`src/rtl/bus_xbar.sv`:
```
// Two-master read / one-master write crossbar onto SLAVE_NUM slaves.
// Reads are granted combinationally and acked one cycle later from a pending register.
module bus_xbar #(
    parameter int ADDR_WIDTH        = 32,
    parameter int DATA_WIDTH        = 32,
    parameter int INSTRUCTION_WIDTH = 32,
    parameter int FETCH_WIDTH       = 2,
    parameter int SIZE_WIDTH        = 3,
    parameter int SLAVE_NUM         = 2,
    parameter logic [SLAVE_NUM*ADDR_WIDTH-1:0] SLAVE_BASE =
        {32'h2000_0000, 32'h0000_0000},
    parameter logic [SLAVE_NUM*ADDR_WIDTH-1:0] SLAVE_MASK =
        {32'hFFFF_0000, 32'hFFF0_0000},
    localparam int BUS_DATA_WIDTH = INSTRUCTION_WIDTH * FETCH_WIDTH
) (
    input  logic                             clk,
    input  logic                             rst,
    input  logic [ADDR_WIDTH-1:0]            fetch_bus_addr,
    input  logic                             fetch_bus_read_req,
    output logic [BUS_DATA_WIDTH-1:0]        bus_fetch_data,
    output logic                             bus_fetch_read_ack,
    output logic                             bus_fetch_err,
    input  logic [ADDR_WIDTH-1:0]            stbuf_bus_read_addr,
    input  logic [SIZE_WIDTH-1:0]            stbuf_bus_read_size,
    input  logic                             stbuf_bus_read_req,
    input  logic [ADDR_WIDTH-1:0]            stbuf_bus_write_addr,
    input  logic [SIZE_WIDTH-1:0]            stbuf_bus_write_size,
    input  logic [DATA_WIDTH-1:0]            stbuf_bus_data,
    input  logic                             stbuf_bus_write_req,
    output logic [DATA_WIDTH-1:0]            bus_stbuf_data,
    output logic                             bus_stbuf_read_ack,
    output logic                             bus_stbuf_write_ack,
    output logic                             bus_stbuf_read_err,
    output logic                             bus_stbuf_write_err,
    output logic [SLAVE_NUM*ADDR_WIDTH-1:0]  bus_slv_read_addr,
    output logic [SLAVE_NUM*SIZE_WIDTH-1:0]  bus_slv_read_size,
    output logic [SLAVE_NUM-1:0]             bus_slv_rd,
    output logic [SLAVE_NUM*ADDR_WIDTH-1:0]  bus_slv_write_addr,
    output logic [SLAVE_NUM*SIZE_WIDTH-1:0]  bus_slv_write_size,
    output logic [SLAVE_NUM*DATA_WIDTH-1:0]  bus_slv_data,
    output logic [SLAVE_NUM-1:0]             bus_slv_wr,
    input  logic [SLAVE_NUM*BUS_DATA_WIDTH-1:0] slv_bus_data
);

    localparam int IW = (SLAVE_NUM > 1) ? $clog2(SLAVE_NUM) : 1;
    localparam logic [SIZE_WIDTH-1:0] FETCH_SIZE = SIZE_WIDTH'(BUS_DATA_WIDTH / 8);
    localparam logic [ADDR_WIDTH-1:0] ALIGN_MASK = ADDR_WIDTH'(BUS_DATA_WIDTH / 8 - 1);
    localparam logic [SIZE_WIDTH-1:0] SZ1 = SIZE_WIDTH'(1);
    localparam logic [SIZE_WIDTH-1:0] SZ2 = SIZE_WIDTH'(2);
    localparam logic [SIZE_WIDTH-1:0] SZ4 = SIZE_WIDTH'(4);

    // Scan high to low so the lowest matching index is the one kept.
    function automatic logic [IW:0] decode(input logic [ADDR_WIDTH-1:0] a);
        logic [IW:0] r;
        r = '0;
        for (int i = SLAVE_NUM - 1; i >= 0; i--) begin
            if ((a & SLAVE_MASK[i*ADDR_WIDTH +: ADDR_WIDTH]) ==
                SLAVE_BASE[i*ADDR_WIDTH +: ADDR_WIDTH])
                r = {1'b1, IW'(i)};
        end
        return r;
    endfunction

    function automatic logic size_ok(input logic [SIZE_WIDTH-1:0] s);
        return (s == SZ1) || (s == SZ2) || (s == SZ4);
    endfunction

    logic          f_hit, s_hit, w_hit;
    logic [IW-1:0] f_idx, s_idx, w_idx;
    logic          f_err, s_err, w_err;
    logic          f_go, s_go, w_go;
    logic          conflict, f_grant, s_grant;

    logic                  prio_q;
    logic                  f_vld_q, f_err_q;
    logic [IW-1:0]         f_idx_q;
    logic                  s_vld_q, s_err_q;
    logic [IW-1:0]         s_idx_q;
    logic [SIZE_WIDTH-1:0] s_size_q;
    logic                  w_ack_q, w_err_q;
    logic [DATA_WIDTH-1:0] s_raw;

    assign {f_hit, f_idx} = decode(fetch_bus_addr);
    assign {s_hit, s_idx} = decode(stbuf_bus_read_addr);
    assign {w_hit, w_idx} = decode(stbuf_bus_write_addr);

    assign f_err = !f_hit || ((fetch_bus_addr & ALIGN_MASK) != '0);
    assign s_err = !s_hit || !size_ok(stbuf_bus_read_size);
    assign w_err = !w_hit || !size_ok(stbuf_bus_write_size);

    assign f_go = rst && fetch_bus_read_req && !f_err;
    assign s_go = rst && stbuf_bus_read_req && !s_err;
    assign w_go = rst && stbuf_bus_write_req && !w_err;

    // prio_q = 1 favours fetch; the loser simply keeps its request up.
    assign conflict = f_go && s_go && (f_idx == s_idx);
    assign f_grant  = f_go && (!conflict || prio_q);
    assign s_grant  = s_go && (!conflict || !prio_q);

    always_ff @(posedge clk or negedge rst) begin
        if (!rst) begin
            prio_q   <= 1'b0;
            f_vld_q  <= 1'b0;
            f_err_q  <= 1'b0;
            f_idx_q  <= '0;
            s_vld_q  <= 1'b0;
            s_err_q  <= 1'b0;
            s_idx_q  <= '0;
            s_size_q <= '0;
            w_ack_q  <= 1'b0;
            w_err_q  <= 1'b0;
        end else begin
            f_vld_q  <= fetch_bus_read_req && (f_err || f_grant);
            f_err_q  <= f_err;
            f_idx_q  <= f_idx;
            s_vld_q  <= stbuf_bus_read_req && (s_err || s_grant);
            s_err_q  <= s_err;
            s_idx_q  <= s_idx;
            s_size_q <= stbuf_bus_read_size;
            w_ack_q  <= stbuf_bus_write_req;
            w_err_q  <= w_err;
            if (conflict)
                prio_q <= !prio_q;
        end
    end

    always_comb begin
        bus_slv_rd         = '0;
        bus_slv_read_addr  = '0;
        bus_slv_read_size  = '0;
        bus_slv_wr         = '0;
        bus_slv_write_addr = '0;
        bus_slv_write_size = '0;
        bus_slv_data       = '0;
        for (int i = 0; i < SLAVE_NUM; i++) begin
            if (f_grant && f_idx == IW'(i)) begin
                bus_slv_rd[i] = 1'b1;
                bus_slv_read_addr[i*ADDR_WIDTH +: ADDR_WIDTH] = fetch_bus_addr;
                bus_slv_read_size[i*SIZE_WIDTH +: SIZE_WIDTH] = FETCH_SIZE;
            end else if (s_grant && s_idx == IW'(i)) begin
                bus_slv_rd[i] = 1'b1;
                bus_slv_read_addr[i*ADDR_WIDTH +: ADDR_WIDTH] = stbuf_bus_read_addr;
                bus_slv_read_size[i*SIZE_WIDTH +: SIZE_WIDTH] = stbuf_bus_read_size;
            end
            if (w_go && w_idx == IW'(i)) begin
                bus_slv_wr[i] = 1'b1;
                bus_slv_write_addr[i*ADDR_WIDTH +: ADDR_WIDTH] = stbuf_bus_write_addr;
                bus_slv_write_size[i*SIZE_WIDTH +: SIZE_WIDTH] = stbuf_bus_write_size;
                bus_slv_data[i*DATA_WIDTH +: DATA_WIDTH]       = stbuf_bus_data;
            end
        end
    end

    assign bus_fetch_read_ack = f_vld_q;
    assign bus_fetch_err      = f_vld_q && f_err_q;
    assign bus_fetch_data     = (f_vld_q && !f_err_q)
        ? slv_bus_data[int'(f_idx_q)*BUS_DATA_WIDTH +: BUS_DATA_WIDTH] : '0;

    assign bus_stbuf_read_ack  = s_vld_q;
    assign bus_stbuf_read_err  = s_vld_q && s_err_q;
    assign bus_stbuf_write_ack = w_ack_q;
    assign bus_stbuf_write_err = w_ack_q && w_err_q;

    assign s_raw = slv_bus_data[int'(s_idx_q)*BUS_DATA_WIDTH +: DATA_WIDTH];

    always_comb begin
        bus_stbuf_data = '0;
        if (s_vld_q && !s_err_q) begin
            unique case (1'b1)
                s_size_q == SZ1: bus_stbuf_data = s_raw & DATA_WIDTH'(8'hFF);
                s_size_q == SZ2: bus_stbuf_data = s_raw & DATA_WIDTH'(16'hFFFF);
                s_size_q == SZ4: bus_stbuf_data = s_raw;
                default:         bus_stbuf_data = '0;
            endcase
        end
    end

endmodule

```
`config.mk`:
```
export PLATFORM = sky130hd
export DESIGN_NAME = bus_xbar
export DESIGN_NICKNAME = d
export VERILOG_FILES = /design/src/rtl/bus_xbar.sv
export SDC_FILE = /design/constraint.sdc
export NUM_CORES = 1
export LEC_CHECK = 0
export ABC_AREA = 1
export ABC_CLOCK_PERIOD_IN_PS = 4300
export BUFFER_PORTS_ARGS = -buffer_cell sky130_fd_sc_hd__buf_4
export CORE_AREA = 5 5 223 225
export CTS_BUF_LIST = sky130_fd_sc_hd__clkbuf_8
export CTS_CLUSTER_SIZE = 40
export DETAILED_ROUTE_END_ITERATION = 7
export DIE_AREA = 0 0 228 230
export SLEW_MARGIN = 20
export SYNTH_ARGS = -nofsm -noshare
export SYNTH_HDL_FRONTEND = slang
export SYNTH_SLANG_ARGS = --single-unit
export TNS_END_PERCENT = 50
```
`constraint.sdc`:
```
create_clock -name clk -period 4.3 [get_ports clk]
set_clock_uncertainty 0.15 [all_clocks]
set_input_delay 0.43 -clock clk [delete_from_list [all_inputs] [get_ports clk]]
set_output_delay 0.43 -clock clk [all_outputs]
set_load 0.01 [all_outputs]
```
# After elaboration in Yosys (flattened, before gate mapping)
# Index checks and enable logic that the tools add are counted.
[classes] n_eq_ne=13 shift=2 muxes=29 bitwise=3 n_reduce_logical=50
[op_table] operator="32-bit two-way mux" n=9
[op_table] operator="128-bit by 8-bit indexed part select with 32-bit output" n=1
[op_table] operator="128-bit by 8-bit indexed part select with 64-bit output" n=1
[op_table] operator="32-bit logical NOT" n=3
[op_table] operator="32-bit one-hot mux with 3 select lines" n=1
[op_table] operator="64-bit two-way mux" n=1
[op_table] operator="16-bit by 14-bit == test with 1-bit output (second input constant)" n=3
[op_table] operator="32-bit nonzero test" n=1
[op_table] operator="1-bit logical AND" n=23
[op_table] operator="3-bit two-way mux" n=6
[op_table] operator="1-bit logical NOT" n=12
[op_table] operator="2-bit two-way mux" n=6
[op_table] operator="1-bit logical OR" n=11
[op_table] operator="3-bit by 1-bit == test with 1-bit output (second input constant)" n=3
[op_table] operator="3-bit by 2-bit == test with 1-bit output (second input constant)" n=3
[op_table] operator="3-bit == test (second input constant)" n=3
[op_table] operator="1-bit two-way mux" n=6
[op_table] operator="1-bit NOT" n=3
[op_table] operator="1-bit == test" n=1
[totals] reg_bits=12 in_bits=267 word_cells=107

# Logic depth before layout (Yosys ltp)
[logic_depth] ltp_word=15 depth_mapped=14 mapped_depth_nobuf=13

# Worst setup path before layout
# Ideal clock, no wire load.
[synth_path] path_type="input to output" startpoint="in stbuf_bus_write_addr[22]" endpoint="out bus_slv_data[22]" t_arrival_ns=1.785 required_time_ns=3.720 setup_slack_ns=1.935 cell_stages=9 path_buffers=2 cell_sequence="or2_0 -> nor4_2 -> o21ai_1 -> a21oi_1 -> and2_1 -> nand3_1 -> buf_2 -> buf_6 -> nor2_1"
[synth_between] elab_chain_cells=9 elab_cells_between_ends=11
[synth_lines] element="start, declared" line_no="26" rtl="input logic [ADDR_WIDTH-1:0] stbuf_bus_write_addr,"
[synth_lines] element="16-bit by 14-bit == test with 1-bit output" line_no="57" rtl="if ((a & SLAVE_MASK[i*ADDR_WIDTH +: ADDR_WIDTH]) =="
[synth_lines] element="2-bit two-way mux" line_no="57"
[synth_lines] element="2-bit two-way mux *" line_no="57"
[synth_lines] element="1-bit logical NOT" line_no="89" rtl="assign w_err = !w_hit || !size_ok(stbuf_bus_write_size);"
[synth_lines] element="1-bit logical OR" line_no="89"
[synth_lines] element="1-bit logical NOT" line_no="93" rtl="assign w_go = rst && stbuf_bus_write_req && !w_err;"
[synth_lines] element="1-bit logical AND" line_no="93"
[synth_lines] element="1-bit logical AND *" line_no="145" rtl="if (w_go && w_idx == IW'(i)) begin"
[synth_lines] element="32-bit two-way mux *" line_no="145"
[synth_lines] element="end, declared" line_no="40" rtl="output logic [SLAVE_NUM*DATA_WIDTH-1:0] bus_slv_data,"
# Mark *: on every way between the ends. The rest lies on a longest branch, timed or not.

# Final worst setup path
[layout_path] startpoint="in rst" endpoint="out bus_slv_read_addr[47]"
[layout_between] elab_chain_cells=10 elab_cells_between_ends=15
[layout_lines] element="start, declared" line_no="17" rtl="input logic rst,"
[layout_lines] element="1-bit logical AND (on tied branches) (2 in series)" line_no="91, 92"
[layout_lines] element="1-bit logical AND (2 in series)" line_no="96" rtl="assign conflict = f_go && s_go && (f_idx == s_idx);"
[layout_lines] element="1-bit logical NOT" line_no="97, 98"
[layout_lines] element="1-bit logical OR" line_no="98" rtl="assign s_grant = s_go && (!conflict || !prio_q);"
[layout_lines] element="1-bit logical AND" line_no="98"
[layout_lines] element="1-bit logical AND" line_no="140" rtl="end else if (s_grant && s_idx == IW'(i)) begin"
[layout_lines] element="32-bit two-way mux" line_no="140"
[layout_lines] element="32-bit two-way mux *" line_no="136" rtl="if (f_grant && f_idx == IW'(i)) begin"
[layout_lines] element="end, declared" line_no="35" rtl="output logic [SLAVE_NUM*ADDR_WIDTH-1:0] bus_slv_read_addr,"
# Marked as above.

==> results.py <==
metrics = {
    "floorplan": {
        "ioPinCount": 577,
        "dieHeight_um": 230,
        "rows": 80,
        "initial_core_util_pct": 8.67,
        "die-area_um2": 52400,
        "die_w_um": 228,
        "core_area_um2": 47300,
    },
    "synthesis": {
        "synthTopCellsByCount": "nand2_1 (255), nor2_1 (168), inv_1 (135)",
        "syn_inst": 856,
        "synth-main-ff-cell": "dfrtp_1",
        "synth_top_area_share_pct": 23.3,
        "avgSynthCellArea_um2": 4.79,
        "synth_area_leader_cell": "nand2_1",
        "synthesis.area_um2": 4100,
        "yosysWarnings": 0,
        "synth-seq-cells": 12,
        "async_flop_share_pct": 100,
        "synth-seq-area-share_pct": 7.32,
        "synth.most_common_cell": "nand2_1",
        "synthDistinctLibCells": 33,
        "synth-edff-count": 0,
        "synthTopCellsByArea": "nand2_1 (23%), nor2_1 (15%), inv_1 (12%), a21oi_1 (10%), buf_4 (9.9%)",
    },
    "detailed_routing": {
        "vias_per_cell": 3.49,
        "routed_wl_um": 30600,
        "first_pass_iters": 5,
        "num_vias": 6852,
        "wl_per_cell_um": 15.6,
        "drc": 0,
        "drt_iter0_drc": 271,
        "ant_nets": 0,
    },
    "hold_path": {
        "min_path_cells": 1,
        "hp-class": "input pin to flip-flop",
    },
    "timing": {
        "period_needed_ns": 3.24,
        "hold_violations": 0,
        "worstMarginPinSlew_ns": 0.984,
        "finalSetupViolations": 0,
        "slew_viol_final": 0,
        "rsz0062_at_grt": "false",
        "relSlewSlack_pct": 34.4,
        "finalCritPeriodShare_pct": 75.5,
        "fmax_mhz": 308,
        "setup_tns_ns": 0,
        "timing.hold.ws_ns": 0.152,
    },
    "clock_network": {
        "cts_max_level": 1,
        "clk_pin_slew_ns": 0.06,
        "clk_latency_ns": 0.25,
        "cts-root-buf": "clkbuf_8",
        "cts_tree": "yes",
        "cts_buffer_depth": 2,
        "cts_inserted_buffers": 3,
        "postCtsSetupBuffers": 0,
        "clock-sinks": 12,
    },
    "finish": {
        "layout.nets": 1617,
        "drive_gt1_share_pct": 42.0,
        "area_growth_pct": 108,
    },
    "global_route": {
        "grt_max_degree": 65,
        "grt-ovfl-total": 0,
        "antenna_found_initial": 3,
        "grt_pass1_vias": 6596,
        "grt_use_total_pct": 10.5,
        "grt_use_met2_pct": 17.2,
        "busiest_layer": "met2",
        "met1_usage_pct": 13.0,
        "met3_usage_pct": 3.31,
        "grt_pass1_wl_um": 42500,
    },
    "setup_path": {
        "r2r_cells": 4,
        "start_kind": "input pin",
        "slowest_delay_ns": 0.54,
        "critPathMaxFanout": 19,
        "crit_path_end_kind": "primary output",
        "crit_chain": "dlygate4sd3_1 > buf_4 > nand2_1 > inv_1 > nand3_1 > clkinv_1 > buf_4 > nand2_1 > nor2_2 > nand2_1 > o21ai_1 > buf_4",
        "worstPathRequired_ns": 3.72,
        "worst-endpoint-arrival_ns": 2.66,
        "crit_type": "input pin to primary output",
        "crit_path_top_delay_cell": "dlygate4sd3_1",
    },
    "power_and_ir_drop": {
        "p_per_area_nw_per_um2": 68.0,
        "ir_drop_uv": 61.7,
        "p_leak_nw": 5.14,
    },
    "placed_design": {
        "dp_hpwl_um": 26700,
        "io_buffers": 522,
        "place_congestion": 0.895,
    },
    "job": {
        "cap_violations": 0,
    },
    "outcome": {
        "status": "finished clean",
    },
}
-- cell usage in the layout, fill, tap and decap left out, types with 3 or more instances in the layout --
master	n
buf_4	537
nand2_1	254
nor2_1	168
inv_1	135
a21oi_1	82
conb_1	54
nand4_1	19
nand3_1	17
nor3_1	16
dfrtp_1	11
o21ai_0	10
o21ai_1	7
nand3_2	5
nor3_2	4
nand2_2	4
clkbuf_8	4
inv_2	3
-- worst max-delay path: cells and delay by family --
family                 cells  cell delay, ns
AOI/OAI and AO/OA          1            0.13
buffers and inverters      6            1.16
and+or+nand+nor            5            0.95
-- registers in the layout, summed over array words and instances, names as in the netlist --
signal               cells
w_err_q                  1
f_idx_q                  1
s_idx_q                  1
f_err_q                  1
bus_fetch_read_ack       1
bus_stbuf_read_ack       1
s_size_q                 3
bus_stbuf_write_ack      1
prio_q                   1
s_err_q                  1
-- report_power, final --
part / switching (mW) / leakage [nW] / internal [mW]
clock: 0.0542 / 0.0288 / 0.0813
combinational: 0.142 / 4.98 / 0.184
sequential: 0.00273 / 0.131 / 0.116
total: 0.199 / 5.14 / 0.382
-- kinds of logic after synthesis --
| logic type | synth area share (%) |
|---|---|
| AND/OR/NAND/NOR | 50.7 |
| buffers and inverters | 29.0 |
| AO/OA/AOI/OAI | 12.4 |
| flip-flops | 7.32 |
| XOR/XNOR | 0.427 |
| other | 0.0914 |
-- per-stage QoR --
stage / setup WS [ns] / total power, mW / area [um2] / util [%] / instances
finish: 1.06 / 0.580 / 8530 / 18.0 / 1965
global route: 0.789 / 0.629 / 8530 / 18.0 / 1965
CTS: 1.01 / 0.596 / 8530 / 18.0 / 1964
detailed placement: 1.02 / 0.447 / 8460 / 17.9 / 1959
global placement: 1.04 / 0.444 / 8460 / 17.9 / 1959
floorplan: 1.94 / 0.244 / 4300 / - / 909
-- final timing paths --
check,from,endpoint,slack (ns)
min in group asynchronous,rst,bus_fetch_read_ack,0.56
max in group asynchronous,rst,f_idx_q,3.24
worst min register to register,prio_q,prio_q,0.48
worst max-delay path,rst,bus_slv_read_addr[47],1.06
worst min-delay path,stbuf_bus_write_req,bus_stbuf_write_ack,0.15
worst max register to register,prio_q,bus_fetch_read_ack,2.82
-- routing by layer --
metal / wire length, um / vias to the layer above
met1: 12400 / 3008
li1: - / 3455
met3: 2890 / 32
met2: 14300 / 355
met4: 930 / 2
met5: 17 / -
-- area by class of cell --
cell class / instances / area, um2
Tap cell: 615 / 769
Clock buffer: 4 / 55.1
Antenna cell: 1 / 2.50
Sequential cell: 12 / 302
Fill cell: 5528 / 38800
Multi-Input combinational cell: 655 / 2820
Timing Repair Buffer: 539 / 4060
Inverter: 139 / 522
-- what timing repair did --
item | CTS | global route
hold endpoints to repair | 12 | 0
gates resized for setup | 0 | 0
hold buffers | 1 | 0
(Power assumes the default switching activity.)
